## config.mk

```make
export PLATFORM = sky130hd
export DESIGN_NAME = arm_bus_responder
export DESIGN_NICKNAME = d
export VERILOG_FILES = /design/src/rtl/arm_bus_responder.sv
export SDC_FILE = /design/constraint.sdc
export NUM_CORES = 2
export LEC_CHECK = 0
export BUFFER_PORTS_ARGS = -buffer_cell sky130_fd_sc_hd__buf_2
export CORE_MARGIN = 1
export CORE_UTILIZATION = 48
export CTS_CLUSTER_SIZE = 28
export DETAILED_ROUTE_END_ITERATION = 7
export PLACE_DENSITY = 0.67
export SYNTH_ARGS = -nofsm -noshare
export SYNTH_HDL_FRONTEND = slang
export SYNTH_SLANG_ARGS = --single-unit
```

## constraint.sdc

```tcl
create_clock -name clk -period 4.3 [get_ports clk]
set_input_delay 0.43 -clock clk [delete_from_list [all_inputs] [get_ports clk]]
set_output_delay 0.43 -clock clk [all_outputs]
set_load 0.05 [all_outputs]
```

## src/rtl/arm_bus_responder.sv

```systemverilog
// Purpose : memory-side responder for the multicycle ARM core. It serves a word RAM
//           and an I/O page at 0x8000_0000: TXDATA (byte FIFO), STATUS/control, CYCLES counter.
// Latency : reads are combinational (0 cycles); writes are visible after the committing edge.
// Backpr. : tx_ready stalls the FIFO drain. A push into a full FIFO with no pop at the same
//           edge is dropped and sets the sticky overflow flag.
// Ports   : clk, reset (async active-low); core bus MemWrite/Adr/WriteData/ReadData;
//           tx_valid/tx_data/tx_ready byte stream out; err sticky unmapped-access flag.
module arm_bus_responder #(
   parameter int RAM_WORDS  = 64,
   parameter int FIFO_DEPTH = 8
) (
   input  logic        clk,
   input  logic        reset,
   input  logic        MemWrite,
   input  logic [31:0] Adr,
   input  logic [31:0] WriteData,
   output logic [31:0] ReadData,
   output logic        tx_valid,
   output logic [7:0]  tx_data,
   input  logic        tx_ready,
   output logic        err
);
   localparam int AW = $clog2(RAM_WORDS);
   localparam int PW = $clog2(FIFO_DEPTH);
   localparam int CW = PW + 1;

   localparam logic [29:0] TX_WORD  = 30'h2000_0000;
   localparam logic [29:0] ST_WORD  = 30'h2000_0001;
   localparam logic [29:0] CYC_WORD = 30'h2000_0002;

   // Byte lanes are not decoded; every access is a full word.
   logic unused_adr_lsb;
   assign unused_adr_lsb = ^Adr[1:0];

   logic [29:0]   word;
   logic [AW-1:0] ram_idx;
   logic          is_ram, is_tx, is_st, is_cyc, unmapped;

   assign word     = Adr[31:2];
   assign ram_idx  = Adr[AW+1:2];
   assign is_ram   = ({2'b00, word} < 32'(RAM_WORDS));
   assign is_tx    = (word == TX_WORD);
   assign is_st    = (word == ST_WORD);
   assign is_cyc   = (word == CYC_WORD);
   assign unmapped = !(is_ram || is_tx || is_st || is_cyc);

   // RAM: contents deliberately survive reset.
   logic [31:0] mem [RAM_WORDS];

   always_ff @(posedge clk) begin
      if (MemWrite && is_ram)
         mem[ram_idx] <= WriteData;
   end

   // TX FIFO
   logic [7:0]    fifo_mem [FIFO_DEPTH];
   logic [PW-1:0] wr_ptr, rd_ptr;
   logic [CW-1:0] count;
   logic          overflow;
   logic [31:0]   cycles;
   logic          empty, full, push, pop, push_ok;

   assign empty   = (count == '0);
   assign full    = (count == CW'(FIFO_DEPTH));
   assign push    = MemWrite && is_tx;
   assign pop     = tx_valid && tx_ready;
   // A pop at the same edge frees the slot the push needs.
   assign push_ok = push && (!full || pop);

   assign tx_valid = !empty;
   assign tx_data  = empty ? 8'h00 : fifo_mem[rd_ptr];

   always_ff @(posedge clk) begin
      if (push_ok)
         fifo_mem[wr_ptr] <= WriteData[7:0];
   end

   logic ovf_clr, err_clr, cyc_load;
   assign ovf_clr  = MemWrite && is_st && WriteData[0];
   assign err_clr  = MemWrite && is_st && WriteData[1];
   assign cyc_load = MemWrite && is_cyc;

   always_ff @(posedge clk or negedge reset) begin
      if (!reset) begin
         wr_ptr   <= '0;
         rd_ptr   <= '0;
         count    <= '0;
         overflow <= 1'b0;
         err      <= 1'b0;
         cycles   <= '0;
      end else begin
         if (push_ok)
            wr_ptr <= wr_ptr + 1'b1;
         if (pop)
            rd_ptr <= rd_ptr + 1'b1;
         count <= count + CW'(push_ok) - CW'(pop);

         // Set events take priority over a clear in the same cycle.
         if (push && full && !pop)
            overflow <= 1'b1;
         else if (ovf_clr)
            overflow <= 1'b0;

         if (unmapped)
            err <= 1'b1;
         else if (err_clr)
            err <= 1'b0;

         cycles <= cyc_load ? WriteData : cycles + 32'd1;
      end
   end

   logic [31:0] status;
   assign status = {16'h0000, 8'(count), 4'h0, err, overflow, full, empty};

   always_comb begin
      ReadData = 32'h0;
      if (is_ram)
         ReadData = mem[ram_idx];
      else if (is_st)
         ReadData = status;
      else if (is_cyc)
         ReadData = cycles;
   end
endmodule

```

After elaboration in Yosys (flattened, before gate mapping)
Memory sizes are Yosys's and may differ from the RTL's.
Cells that the tools add are included.
{"block": "totals", "mem_bits_rw": 2112, "elab_cells": 51, "n_memories": 2, "regBits": 44, "output_inout_bits": 42}
{"name": "mem", "depth": 64, "word_bits": 32, "rd": 1, "rd_clocked_by_memory_dff": 0, "write_ports": 1, "line": "48", "rtl": "logic [31:0] mem [RAM_WORDS];"}
{"name": "fifo_mem", "depth": 8, "word_bits": 8, "rd": 1, "rd_clocked_by_memory_dff": 0, "write_ports": 1, "line": "56", "rtl": "logic [7:0] fifo_mem [FIFO_DEPTH];"}
{"block": "op_classes", "add_sub_neg": 5, "n_mux": 13, "n_reduce_logical": 19, "n_lt_le_gt_ge": 1, "n_eq_ne": 5}
{"cell": "2-to-1 mux 32 bit", "count": 4}
{"cell": "== test 30 bit, second input constant", "count": 3}
{"cell": "adder 32 x 1 -> 32 bit, second input constant", "count": 1}
{"cell": "less-than comparator 30 x 7 -> 1 bit, second input constant", "count": 1}
{"cell": "logical AND 1 bit", "count": 10}
{"cell": "2-to-1 mux 1 bit", "count": 8}
{"cell": "2-to-1 mux 8 bit", "count": 1}
{"cell": "adder 3 x 1 -> 3 bit, second input constant", "count": 2}
{"cell": "adder 4 x 1 -> 4 bit", "count": 1}
{"cell": "== test 4 bit, second input constant", "count": 1}
{"cell": "logical NOT 4 bit", "count": 1}
{"cell": "logical OR 1 bit", "count": 4}
{"cell": "subtractor 4 x 1 -> 4 bit", "count": 1}
{"cell": "logical NOT 1 bit", "count": 3}
{"cell": "!= test 2 bit, second input constant", "count": 1}
{"cell": "nonzero test 2 bit", "count": 1}

Logic depth before layout (Yosys ltp)
{"block": "depth", "ltp_word": 7, "depth_mapped": 13, "depth_no_buf": 11}

Worst setup path after synthesis
Ideal clock, no wire load.
{"block": "synth_path", "path_kind": "in2reg", "startpoint": "input Adr[3]", "endpoint": "memory mem[14][0] (enable)", "setup_ns": 0.421, "stages": 8, "path_slack_ns": 0.784, "arrival_time_ns": 3.095, "path_cell_list": "buf_4 > buf_6 > buf_6 > buf_4 > buf_4 > buf_1 > nand3_1 > nor2_1"}
{"block": "synth_via", "elab_chain_len": 4}
{"item": "start: declaration", "line": "15", "rtl": "input logic [31:0] Adr,"}
{"item": "less-than comparator 30 x 7 -> 1 bit", "line": "41", "rtl": "assign is_ram = ({2'b00, word} < 32'(RAM_WORDS));"}
{"item": "logical AND 1 bit", "line": "51", "rtl": "if (MemWrite && is_ram)"}
{"item": "2-to-1 mux 1 bit", "line": "51"}
{"item": "2-to-1 mux 1 bit (not written as such)", "line": "52", "rtl": "mem[ram_idx] <= WriteData;"}
{"item": "end: declaration", "line": "48"}
Several ways; a longest one is shown, not always the timed one.

Worst setup path in the final report
{"block": "layout_path", "startpoint": "input Adr[2]", "endpoint": "output ReadData[5]"}
{"block": "layout_via", "elab_chain_len": 4, "word_cells_on_any_way": 7, "classes_between": "1 x order compare; 2 x eq/ne; 3 x mux; 1 x memory"}
{"item": "parallel branches: the longest is 3 deep, another holds less-than comparator 30 x 7 -> 1 bit"}
{"item": "2-to-1 mux 32 bit (*)", "line": "118", "rtl": "if (is_ram)"}
{"item": "end: declaration", "line": "17", "rtl": "output logic [31:0] ReadData,"}
Mark *: on every way between the ends.

==> results.md <==
- The number of cell rows is 152.
- The min-delay analysis places its worst path in the category in2reg.
- After clock tree synthesis, the clock-pin slew on the worst setup and hold paths is 0.06 ns.
- The TritonCTS clock tree is done.
- The worst setup path is launched from an input port.
- Sorting the synthesized cells by area gives the leading types as sky130_fd_sc_hd__edfxtp_1 76%, sky130_fd_sc_hd__mux2i_1 5.3%, sky130_fd_sc_hd__a221oi_1 2.6%.
- The TritonCTS sink count is 2156.
- The number of levels in the clock H-tree is 4.
- After layout, the worst setup slack is -0.0497 ns.
- The global-route total usage across every layer is 0.259.
- Leaving out filler cells and counting taps, the final layout contains 7590.
- Entering global routing, the biggest net connects 75 pins.
- The cell leakage power is 30.9 nW.
- Of the post-synthesis cell area, the dominant cell type holds 0.764.
- STA classifies the critical path endpoint as an output port.
- The net count of the mapped netlist is 4872.
- Setup violations remaining at the end of the flow were counted as 1.
- The checks that failed: setup timing.
- The worst flop-to-flop path startpoint is count[1]$_DFF_PN0_.
- The number of buffers added by the clock tree synthesis step is 203.
- The weighted congestion at the end of routability-driven global placement is 0.864.
- The maximum resistive drop on vdd is 0.350 mV.
- The via count normalized by instance count is 6.36.
- Counting flops with an async set or reset pin after synthesis yields a share of 0.0204.
- Of all cell types, the one taking the most synthesized area is sky130_fd_sc_hd__edfxtp_1.
- Dividing the final minimum period by the clock period gives 1.01.
- Input and output buffers added on the ports amount to 107.
- In this run the standard cell core region covers 172000 µm².
- Once placement completed, the tool counted placed cells totaling 7204.
- The total power per unit cell area is 453 nW/µm².
- The setup skew after layout is 0.0167 ns.
- For this configuration, the core starts out at a cell density of 0.483.
- During synthesis, Yosys emitted a total of 0 warnings.
- The first global-routing pass estimated 326000 µm of wire.
- The first routing iteration left 6871 violations.
- The iteration count of the initial detailed-routing pass is 8.
- The number of antenna violations at the first check in global routing is 11.
- In this run, synthesis produced a sequential element count of 2156.
- The I/O pin count is 110.
- In this run the remaining antenna-violating nets after routing total 0.
- Of the cells placed in the final design, the portion with a size suffix greater than 1 is 0.165.
- The number of instances in the synthesized netlist is 4795.
- Timing would allow up to 0.230 GHz.
- The setup slack at placement is 0.187 ns.
- The flow ran to the end, but the final reports show violations.
- The relative area change from synthesis to final layout is 14.5%.
- The tool flagged a number of max-cap violations equal to 0.
- The final wirelength is 229000 µm.
- The number of unique standard cell types used by synthesis is 65.
- Traced cell by cell, the critical path runs through buf_6, buf_12, and2_4, buf_12, a221oi_1, a21oi_1, o21ai_0, nand4_1, nor4_1, o21ai_0, buf_2.
- The total global routing overflow is 0.
- The die is 418 µm wide.
- The final number of max-transition violations came to 0.
- The worst setup path category is in2out.
- The startpoint identified for the worst hold timing path is MemWrite.
- The share of the Yosys chip area taken by registers is 0.777.
- A synthesized cell averages 17.3 µm².
- The die footprint is 175000 µm².
- The number of design rule violations left after detail routing is 0.
- The number of global-route vias before repair was 46300.
- Setup repair after global routing left no endpoint under its margin.
- The transition time of the tightest slew-check pin is 1.29 ns.
- The post-layout minimum cycle time is 4.35 ns.
- In this run, synthesis inferred 2112 flip-flops with an integrated enable.
- The worst-skew pair later-pin latency is 0.83 ns.
- The largest fanout of any net on the critical path is 42.
- The die span in y is 418 µm.
- The post-DP HPWL is 138000 µm.
- Headroom to the max-slew limit came out at 0.142.
- The routed layout has 48300 vias.
- The number of setup buffers added after CTS is 0.
- The tree is rooted in a sky130_fd_sc_hd__clkbuf_16.
- Tracing the worst setup path back leads to its startpoint at Adr[2].
- Data on the critical path arrives at its endpoint at 3.92 ns.
- In the final routed layout, each cell accounts on average for 30.2 µm.
- The endpoint required time on the critical path is 3.87 ns.
- In the final design database the tool counted 5179 nets.
- The main flop type after synthesis is sky130_fd_sc_hd__edfxtp_1.
- The maximum cell stage delay along the critical path is 0.63 ns.
- The post-synthesis instance area is 83000 µm².
- The final count of hold timing violations is 0.
- The longest clock path from root to sink contains 3 buffers.
- The standard cell with the maximum stage delay on the critical path is sky130_fd_sc_hd__nand4_1.
==> placed cells by master, fill, tap and decap left out, types with 36 or more instances in the layout <==
cell type / n
sky130_fd_sc_hd__edfxtp_1: 2112
sky130_fd_sc_hd__mux2i_1: 441
sky130_fd_sc_hd__a21oi_1: 264
sky130_fd_sc_hd__buf_4: 262
sky130_fd_sc_hd__a221oi_1: 249
sky130_fd_sc_hd__o22ai_1: 206
sky130_fd_sc_hd__a22oi_1: 206
sky130_fd_sc_hd__clkbuf_16: 205
sky130_fd_sc_hd__o21ai_0: 199
sky130_fd_sc_hd__nor2_1: 124
sky130_fd_sc_hd__nand2_1: 120
sky130_fd_sc_hd__buf_2: 99
sky130_fd_sc_hd__nor2_4: 68
sky130_fd_sc_hd__buf_12: 66
sky130_fd_sc_hd__clkbuf_1: 63
sky130_fd_sc_hd__a22o_1: 58
sky130_fd_sc_hd__mux4_2: 52
sky130_fd_sc_hd__clkinv_1: 51
sky130_fd_sc_hd__dfrtp_1: 44
sky130_fd_sc_hd__nand3_1: 36
==> critical path: cells and delay by family <==
family | cells | cell delay, ns
and+or+nand+nor | 3 | 1.46
buffers and inverters | 4 | 0.80
AOI/OAI and AO/OA | 4 | 1.06
==> timing repair <==
| action | CTS | global route |
|---|---|---|
| resized for setup | 0 | 1 |
| hold buffers | 3 | 0 |
| endpoints found under the hold margin | 57 | 0 |
| setup endpoints to repair | 0 | 1 |
==> flip-flops by register name, indices dropped and copies added, names as in the netlist <==
name      cells
mem        2048
rd_ptr        3
overflow      1
wr_ptr        3
cycles       32
err           1
count         4
fifo_mem     64
==> cells by family after synthesis <==
logic type	synth area share
AO/OA/AOI/OAI	0.100
XOR/XNOR	0.00380
adder cells (fa/ha/maj)	0.00145
buffers and inverters	0.0187
flip-flops	0.777
multiplexers	0.0716
AND/OR/NAND/NOR	0.0266
==> layer usage <==
layer	routed length (µm)	GRT usage	vias up
met1	89100	0.355	24800
met4	8190	0.0897	2
met5	8	0	-
li1	-	-	20300
met2	108000	0.411	2799
met3	24000	0.0562	437
==> stage by stage <==
stage                      util  total power, mW  area (µm²)  hold slack, ns  TNS, ns
after global placement    0.517             26.4       88800           0.476        0
final                     0.553             43.0       95000          0.0728  -0.0497
after CTS                 0.553             43.1       95000          0.0147        0
after floorplan               -             25.2       83000           0.134        0
after detailed placement  0.517             26.5       88800           0.502        0
after global routing      0.553             44.1       95000          0.0508        0
==> final timing paths <==
kind | to | slack [ns] | cells after the start
setup / recovery | ReadData[5] | -0.05 | 11
hold / removal | overflow$_DFFE_PN0P_ | 0.07 | 3
setup reg to reg | count[2]$_DFF_PN0_ | 1.47 | 9
hold reg to reg | wr_ptr[2]$_DFFE_PN0P_ | 0.51 | 1
max in group asynchronous | cycles[22]$_DFF_PN0_ | 3.47 | 3
min in group asynchronous | rd_ptr[2]$_DFFE_PN0N_ | 0.27 | 3
==> layout make-up <==
class                   count  area, µm²
flip-flops and latches   2156      64500
inverters                   9       33.8
clock buffers             271       5410
multi-input cells        2299      17500
repair buffers            433       3850
fillers                 13100      76700
clock inverters           107        791
well taps                2310       2890
diodes                      5       12.5
==> synthesized netlist by cell type, types with 13 or more instances <==
cell type                  count
sky130_fd_sc_hd__mux2_2       32
sky130_fd_sc_hd__mux4_2       52
sky130_fd_sc_hd__a22oi_1     206
sky130_fd_sc_hd__nor4_1       29
sky130_fd_sc_hd__edfxtp_1   2112
sky130_fd_sc_hd__o21ai_0     200
sky130_fd_sc_hd__buf_2       115
sky130_fd_sc_hd__nand3_1      36
sky130_fd_sc_hd__o22ai_1     206
sky130_fd_sc_hd__a221oi_1    249
sky130_fd_sc_hd__buf_4        18
sky130_fd_sc_hd__a21oi_1     264
sky130_fd_sc_hd__mux2i_1     441
sky130_fd_sc_hd__clkbuf_1    165
sky130_fd_sc_hd__nor3_1       17
sky130_fd_sc_hd__dfrtp_1      44
sky130_fd_sc_hd__nand2_1     124
sky130_fd_sc_hd__xor2_1       13
sky130_fd_sc_hd__xnor2_1      23
sky130_fd_sc_hd__nand4_1      29
sky130_fd_sc_hd__nor2_1      192
sky130_fd_sc_hd__a22o_1       58
sky130_fd_sc_hd__buf_1        25
==> power breakdown <==
group          leakage [nW]  internal, mW  switching, mW
combinational          8.38         0.938           1.91
clock                  3.03          9.31           7.61
sequential             19.5          23.1          0.127
total                  30.9          33.3           9.65
(Power assumes the default switching activity.)
